--- src/rtl/params_bram_loader.sv ---
// Parameter BRAM loader: packs SIZE incoming BIT_WIDTH-bit words per line and
// writes DEPTH lines to the parameter store at addresses 0..DEPTH-1, then
// raises done so the reader side can start its sweep.
module params_bram_loader #(
  parameter int BIT_WIDTH  = 8,
  parameter int SIZE       = 26,
  parameter int DEPTH      = 26,
  parameter int ADDR_WIDTH = (DEPTH > 1) ? $clog2(DEPTH) : 1,
  parameter int IDX_WIDTH  = (SIZE > 1) ? $clog2(SIZE) : 1,
  parameter int DATA_WIDTH = BIT_WIDTH * SIZE
) (
  input  logic                  clk,
  input  logic                  rst,
  input  logic                  start_i,
  input  logic                  in_valid_i,
  input  logic [BIT_WIDTH-1:0]  in_data_i,
  output logic                  in_ready_o,
  output logic [ADDR_WIDTH-1:0] ram_addr_o,
  output logic                  ram_we_o,
  output logic [DATA_WIDTH-1:0] ram_data_o,
  output logic                  busy_o,
  output logic                  done_o
);

  localparam logic [1:0] S_IDLE  = 2'd0;
  localparam logic [1:0] S_FILL  = 2'd1;
  localparam logic [1:0] S_WRITE = 2'd2;
  localparam logic [1:0] S_DONE  = 2'd3;

  localparam logic [IDX_WIDTH-1:0]  LAST_IDX  = IDX_WIDTH'(SIZE - 1);
  localparam logic [ADDR_WIDTH-1:0] LAST_ADDR = ADDR_WIDTH'(DEPTH - 1);

  logic [1:0]            state_q,     state_d;
  logic [IDX_WIDTH-1:0]  word_idx_q,  word_idx_d;
  logic [ADDR_WIDTH-1:0] line_addr_q, line_addr_d;
  logic [DATA_WIDTH-1:0] pack_q,      pack_d;
  logic [DATA_WIDTH-1:0] ram_data_q,  ram_data_d;

  // Next-state logic: sequencing of fill / write / done and word packing.
  always_comb begin
    // NOTE: every signal gets a default here so no path leaves one unassigned,
    // which would otherwise infer a latch.
    state_d     = state_q;
    word_idx_d  = word_idx_q;
    line_addr_d = line_addr_q;
    pack_d      = pack_q;
    ram_data_d  = ram_data_q;

    case (state_q)
      S_IDLE, S_DONE: begin
        if (start_i) begin
          state_d     = S_FILL;
          word_idx_d  = '0;
          line_addr_d = '0;
          pack_d      = '0;
        end
      end

      S_FILL: begin
        if (in_valid_i) begin
          // Word k lands in slot k, word 0 in the least significant bits.
          pack_d[word_idx_q*BIT_WIDTH +: BIT_WIDTH] = in_data_i;
          if (word_idx_q == LAST_IDX) begin
            word_idx_d = '0;
            // Freeze the completed line for the write cycle and beyond.
            ram_data_d = pack_d;
            state_d    = S_WRITE;
          end else begin
            word_idx_d = word_idx_q + 1'b1;
          end
        end
      end

      S_WRITE: begin
        if (line_addr_q == LAST_ADDR) begin
          state_d = S_DONE;
        end else begin
          line_addr_d = line_addr_q + 1'b1;
          state_d     = S_FILL;
        end
      end

      default: state_d = S_IDLE;
    endcase
  end

  // State and datapath registers with asynchronous reset.
  always_ff @(posedge clk or posedge rst) begin
    if (rst) begin
      state_q     <= S_IDLE;
      word_idx_q  <= '0;
      line_addr_q <= '0;
      pack_q      <= '0;
      ram_data_q  <= '0;
    end else begin
      // NOTE: non-blocking assignments so every register samples pre-edge
      // values, independent of statement order.
      state_q     <= state_d;
      word_idx_q  <= word_idx_d;
      line_addr_q <= line_addr_d;
      pack_q      <= pack_d;
      ram_data_q  <= ram_data_d;
    end
  end

  // Outputs decode registered state only; no input reaches an output directly.
  always_comb begin
    in_ready_o = (state_q == S_FILL);
    ram_we_o   = (state_q == S_WRITE);
    busy_o     = (state_q == S_FILL) || (state_q == S_WRITE);
    done_o     = (state_q == S_DONE);
    ram_addr_o = line_addr_q;
    ram_data_o = ram_data_q;
  end

endmodule

--- config.mk ---
export PLATFORM = sky130hd
export DESIGN_NAME = params_bram_loader
export DESIGN_NICKNAME = d
export VERILOG_FILES = /design/src/rtl/params_bram_loader.sv
export SDC_FILE = /design/constraint.sdc
export NUM_CORES = 1
export LEC_CHECK = 0
export ABC_AREA = 1
export CORE_MARGIN = 2
export CORE_UTILIZATION = 50
export DETAILED_ROUTE_END_ITERATION = 10
export GPL_TIMING_DRIVEN = 0
export MAX_ROUTING_LAYER = met4
export PLACE_DENSITY = 0.74
export RECOVER_POWER = 100
export SLEW_MARGIN = 20
export SYNTH_ARGS = -nofsm -noshare
export SYNTH_HDL_FRONTEND = slang
export SYNTH_SLANG_ARGS = --single-unit
export TNS_END_PERCENT = 10
--- constraint.sdc ---
create_clock -name clk -period 21.1 [get_ports clk]
set_input_delay 4.22 -clock clk [delete_from_list [all_inputs] [get_ports clk]]
set_output_delay 4.22 -clock clk [all_outputs]
set_load 0.03 [all_outputs]
==> run metrics, run 1 <==
outcome finished with violations; failing checks max-capacitance violations, max-slew violations; crit-path max FO 89; Initial Util 0.507; # DRC 0; Fin. Hold Viols 0; Final Skew 24.0 ps; count leader, synth nand2_1; synthesized net count 2451; Syn Area/Cell 8.06 sq um; Cells after Synth 2429; Final GP Congestion 0.965; Final #Nets 2730; width of the die 202 microns; worst slew pin tran 4590 ps; Filler cells 3283; Post-synth top cells nand2_1 (926), dfrtp_1 (428), nand3_1 (235); Multi-input gate area 7480 sq um; Synth warnings 0; post-CTS setup buffer count 0; met2 routed wirelength 28900 microns; row cnt 72; clock sinks 428; hold crit path type flop to flop; vias in the first global route 17600; Met1 Routed Length 26300 microns; total negative slack 0 ps; unrepaired setup endpoints after global routing false; Pre-antenna DRT Iters 6; Reg area 10700 sq um; antenna violation net count after detailed routing 0; DP HPWL 45700 microns; initial antenna violation count 1; fmax 0.0958 GHz; die height 202 microns; clock root buffer clkbuf_16; clk slew on worst S/H paths 60 ps; die area 40800 sq um; Slew HR -2.06; total track usage 0.314; Distinct cells, synth 30; prevailing post-synth register cell dfrtp_1; Tcrit/Tclk final 0.495; Mapped Area 19600 sq um; setup violators final 0; wire length on met3 5330 microns; wirelength, routed 62700 microns; I/O Buffers 228; min Tclk post-route 10440 ps; core area 38600 sq um; initial DRC count 2000; number of gates resized after cts 0; Clock Latency Late Sink 560 ps; Setup crit end kind asynchronous set/reset pin; hold-fix buffers at CTS 0; largest net degree at the start of global routing 100; largest cells by area after synthesis dfrtp_1 (55%), nand2_1 (18%), nand3_1 (6.0%); CP Launch Type input port; min setup slack post-route 10660 ps; WL/cell 19.2 microns; Synth async-reset ratio 1.00; share of cells above drive strength 1 0.0463; post-synth top area share 0.547; P&R area growth vs syn 23.1%; Clock Tree Buf Depth 3; Worst VDD drop 0.0631 mV; crit path DAT 10020 ps; I/O Pins 229; Pleak 12.9 nW; top sig layer met4; total congestion overflow 0; Seq cells post-synth 428; Data required, critical path 20670 ps; Vias per Instance 5.64; sequential cell area fraction in the yosys report 0.547; Hold Slack 474 ps; CTS H-tree lvls 2; Post-Place Worst Slack 13940 ps; PwrDens 103 nW/um^2; Post-synth EDFFs 0; vias post-DR 18400; max-cap viol count 5; CTS buffer count 45; TritonCTS clock tree done; CP Class input port to asynchronous set/reset pin; first-pass GRT wire length 97800 microns; Slew Viols, Final 248; cell type with the largest total area after synthesis dfrtp_1
flip-flops by register name, indices dropped and copies added, names as in the netlist:
signal      count
pack_q        208
ram_data_o    208
ram_addr_o      5
word_idx_q      5
state_q         2
worst paths after layout:
path | from | endpoint | slack, ps | depth (start not counted)
worst max-delay path | rst | ram_data_o[193]$_DFFE_PP0P_ | 10660 | 3
worst min-delay path | ram_data_o[126]$_DFFE_PP0P_ | ram_data_o[126]$_DFFE_PP0P_ | 470 | 2
worst max register to register | state_q[1]$_DFFE_PP0P_ | ram_data_o[56]$_DFFE_PP0P_ | 16590 | 10
worst min register to register | ram_data_o[126]$_DFFE_PP0P_ | ram_data_o[126]$_DFFE_PP0P_ | 470 | 2
max in group clk | in_valid_i | ram_data_o[56]$_DFFE_PP0P_ | 13330 | 9
min in group asynchronous | rst | ram_data_o[91]$_DFFE_PP0P_ | 5060 | 2
cell families after synthesis:
group | count (synthesis) | share of synthesized area
AO/OA/AOI/OAI | 310 | 0.0918
XOR/XNOR | 4 | 0.00179
adder cells (fa/ha/maj) | 10 | 0.00639
buffers and inverters | 360 | 0.0708
flip-flops | 428 | 0.547
multiplexers | 1 | 0.000511
AND/OR/NAND/NOR | 1316 | 0.282
metrics by stage:
step / std cells / total power [mW] / area (sq um) / util
final: 3262 / 2.48 / 24100 / 0.624
after global routing: 3262 / 2.57 / 24100 / 0.624
after CTS: 3261 / 2.47 / 24200 / 0.626
after detailed placement: 3179 / 1.64 / 22600 / 0.586
after global placement: 3175 / 1.63 / 22500 / 0.583
after floorplan: 2429 / 1.36 / 19600 / -
area by class of cell:
| type | instances | share of cell area |
|---|---|---|
| diodes | 1 | 0.000104 |
| plain buffers | 140 | 0.0230 |
| clock buffers | 65 | 0.0549 |
| clock inverters | 17 | 0.00898 |
| inverters | 220 | 0.0343 |
| multi-input cells | 1641 | 0.310 |
| flip-flops and latches | 428 | 0.444 |
| well taps | 518 | 0.0269 |
| repair buffers | 232 | 0.0972 |
per-layer routing:
metal,vias to the layer above,GRT usage
li1,8477,-
met1,8871,0.428
met2,886,0.482
met3,158,0.0492
met4,0,0.109
met5,-,-
placed cells by master, fill, tap and decap left out, types with 8 or more instances in the layout:
master	Yosys	layout
nor2_1	48	48
nor3_1	15	16
o21ai_0	110	141
inv_2	11	9
buf_1	18	8
clkinv_2	0	10
dlygate4sd3_1	0	220
clkbuf_8	0	8
nand3_1	235	235
nand4_1	68	68
o22ai_1	46	46
nand2_1	926	926
o21ai_1	71	40
buf_2	28	23
dfrtp_1	428	428
clkdlybuf4s50_1	0	8
o211ai_1	71	71
a21oi_1	8	9
ha_1	10	10
clkbuf_16	0	47
clkbuf_1	94	121
inv_1	208	208
worst max-delay path, stage by stage:
cell and delay [ps]:
dlygate4sd3_1 540, clkinvlp_2 1840, clkbuf_1 3320
power by group:
group	leakage (nW)	total [mW]	switching, mW	internal [mW]
clock	0.763	0.828	0.331	0.497
combinational	6.22	0.778	0.639	0.139
sequential	5.91	0.872	0.0198	0.852
total	12.9	2.48	0.990	1.49
No activity file was read; power rests on OpenSTA's default activity.
==> run 2: changes to the inputs <==
- clock period: 21.1 -> 10.15 ns (I/O delays scaled with it)
==> run metrics, run 2 (synthesis results as in run 1) <==
CTS H-tree lvls 2 (unchanged); CP top delay family buffers and inverters; outcome finished with violations; hold crit path type flop to flop; fmax 0.161 GHz; vias post-DR 18600 (+1.4%); critical-path cell list dlygate4sd3_1, clkinvlp_2, clkbuf_1, clkbuf_1, clkbuf_1; Slew Viols, Final 269 (+8.5%); width of the die 202 microns (unchanged); Slew HR -0.510 (+1.55); CTS buffer count 45 (unchanged); largest net degree at the start of global routing 37 (-63%); Final #Nets 2741 (+0.40%); most common cell after layout, fill and taps aside nand2_1; row cnt 72 (unchanged); Worst VDD drop 0.129 mV (+100%); PwrDens 216 nW/um^2 (+110%); CP Class input port to asynchronous set/reset pin; I/O Buffers 228 (unchanged); initial DRC count 2015 (+0.75%); Pre-antenna DRT Iters 6 (unchanged); Largest stage delay, worst path 1350 ps (-1970 ps); Filler cells 3291 (+0.24%); Hold Slack 475 ps (+1.15 ps); crit-path max FO 33 (-63%); total congestion overflow 0 (unchanged); Setup crit end kind asynchronous set/reset pin; Reg area 10700 sq um (unchanged); total track usage 0.323 (+0.00875); CP Launch Type input port; clock root buffer clkbuf_16; vias in the first global route 18100 (+2.6%); Multi-input gate area 7480 sq um (unchanged); setup violators final 0 (unchanged); crit-path most repeated cell clkbuf_1; wirelength, routed 63500 microns (+1.3%); share of cells above drive strength 1 0.0475 (+0.00125); Tot Pwr 5.22 mW (+110%); Pleak 12.9 nW (+0.14%); crit path DAT 6590 ps (-3430 ps); n_diodes 0 (-1); commonest cells after routing, fill and taps aside nand2_1 (926), dfrtp_1 (428), nand3_1 (235); Final GP Congestion 0.970 (+0.54%); CP bufs+invs 5 (+2); TritonCTS clock tree done; max-cap viol count 10 (+5); min Tclk post-route 6220 ps; initial antenna violation count 0 (-1); Vias per Instance 5.70 (+1.1%); first-pass GRT wire length 100000 microns (+2.6%); number of gates resized after cts 0 (unchanged); DP HPWL 46600 microns (+2.0%); CP max stage cell clkbuf_1; clock sinks 428 (unchanged); post-CTS setup buffer count 0 (unchanged); Data required, critical path 10520 ps (-10150 ps); P&R area growth vs syn 23.6%; WL/cell 19.4 microns (+0.92%); Clock Latency Late Sink 570 ps (about the same); Final Skew 16.5 ps (-7.53 ps); Tcrit/Tclk final 0.613; Initial Util 0.507 (unchanged); hold-fix buffers at CTS 0 (unchanged); clk slew on worst S/H paths 60 ps (about the same); failing checks max-capacitance violations, max-slew violations; Fin. Hold Viols 0 (unchanged); unrepaired setup endpoints after global routing false; core area 38600 sq um (unchanged); # DRC 0 (unchanged); die area 40800 sq um (unchanged); Clock Tree Buf Depth 3 (unchanged); worst slew pin tran 2250 ps (-2340 ps); antenna violation net count after detailed routing 0 (unchanged); reg-to-reg slack, setup 5350 ps (-11240 ps); I/O Pins 229 (unchanged); die height 202 microns (unchanged)
-- run 2: cell count changes in the layout (fill, tap and decap cells not counted), moves of 2 or more --
cell        before  now
clkinv_4         0    3
clkinv_2        10    4
clkbuf_1       121  129
clkinvlp_4       1    5
buf_16           2    0
inv_6            1    4
bufinv_16        5    7
-- run 2: stage by stage --
stage          worst slack, ps  utilization  cell area [sq um]  TNS [ps]  std cells
2_1_floorplan             2340            -              19600         0       2429
3_3_place_gp              -429        0.583              22500   -168300       3175
3_5_place_dp              5140        0.591              22800         0       3190
4_1_cts                   5720        0.633              24500         0       3273
5_1_grt                   3000        0.626              24200         0       3273
6_report                  3930        0.626              24200         0       3273
-- run 2: power breakdown --
part	leakage, nW	internal (mW)	switching (mW)
Clock	0.782	1.08	0.713
Sequential	5.91	1.77	0.0427
Combinational	6.22	0.288	1.33
-- run 2: final timing paths --
| kind | startpoint | to | cells after the start |
|---|---|---|---|
| max | rst | ram_data_o[106]$_DFFE_PP0P_ | 5 |
| min | ram_data_o[170]$_DFFE_PP0P_ | ram_data_o[170]$_DFFE_PP0P_ | 2 |
| max reg2reg | word_idx_q[0]$_DFFE_PP0P_ | ram_data_o[52]$_DFFE_PP0P_ | 9 |
| min reg2reg | ram_data_o[170]$_DFFE_PP0P_ | ram_data_o[170]$_DFFE_PP0P_ | 2 |
| max in group clk | in_valid_i | ram_data_o[52]$_DFFE_PP0P_ | 9 |
| min in group asynchronous | rst | pack_q[94]$_DFFE_PP0P_ | 2 |
-- run 2: worst reg2reg max path: cells and delay by family, from the launching register on --
family,cells,cell delay [ps]
fa+ha+maj,1,200
simple gates,4,2260
buf+inv,4,1710
flops,1,520
-- run 2: final cells by class --
class | count | area share
plain buffers | 140 | 0.0229
clock buffers | 60 | 0.0535
repair buffers | 243 | 0.0973
flip-flops and latches | 428 | 0.443
inverters | 220 | 0.0342
multi-input cells | 1641 | 0.309
clock inverters | 23 | 0.0136
well taps | 518 | 0.0268
-- run 2: routing by layer --
layer / wire (microns) / track usage / up-vias / part of all wire
met5: 0 / - / - / 0
met3: 5470 / 0.0437 / 192 / 0.086
met2: 29500 / 0.497 / 967 / 0.46
met1: 26000 / 0.437 / 9018 / 0.41
li1: - / - / 8472 / -
met4: 2620 / 0.128 / 0 / 0.041
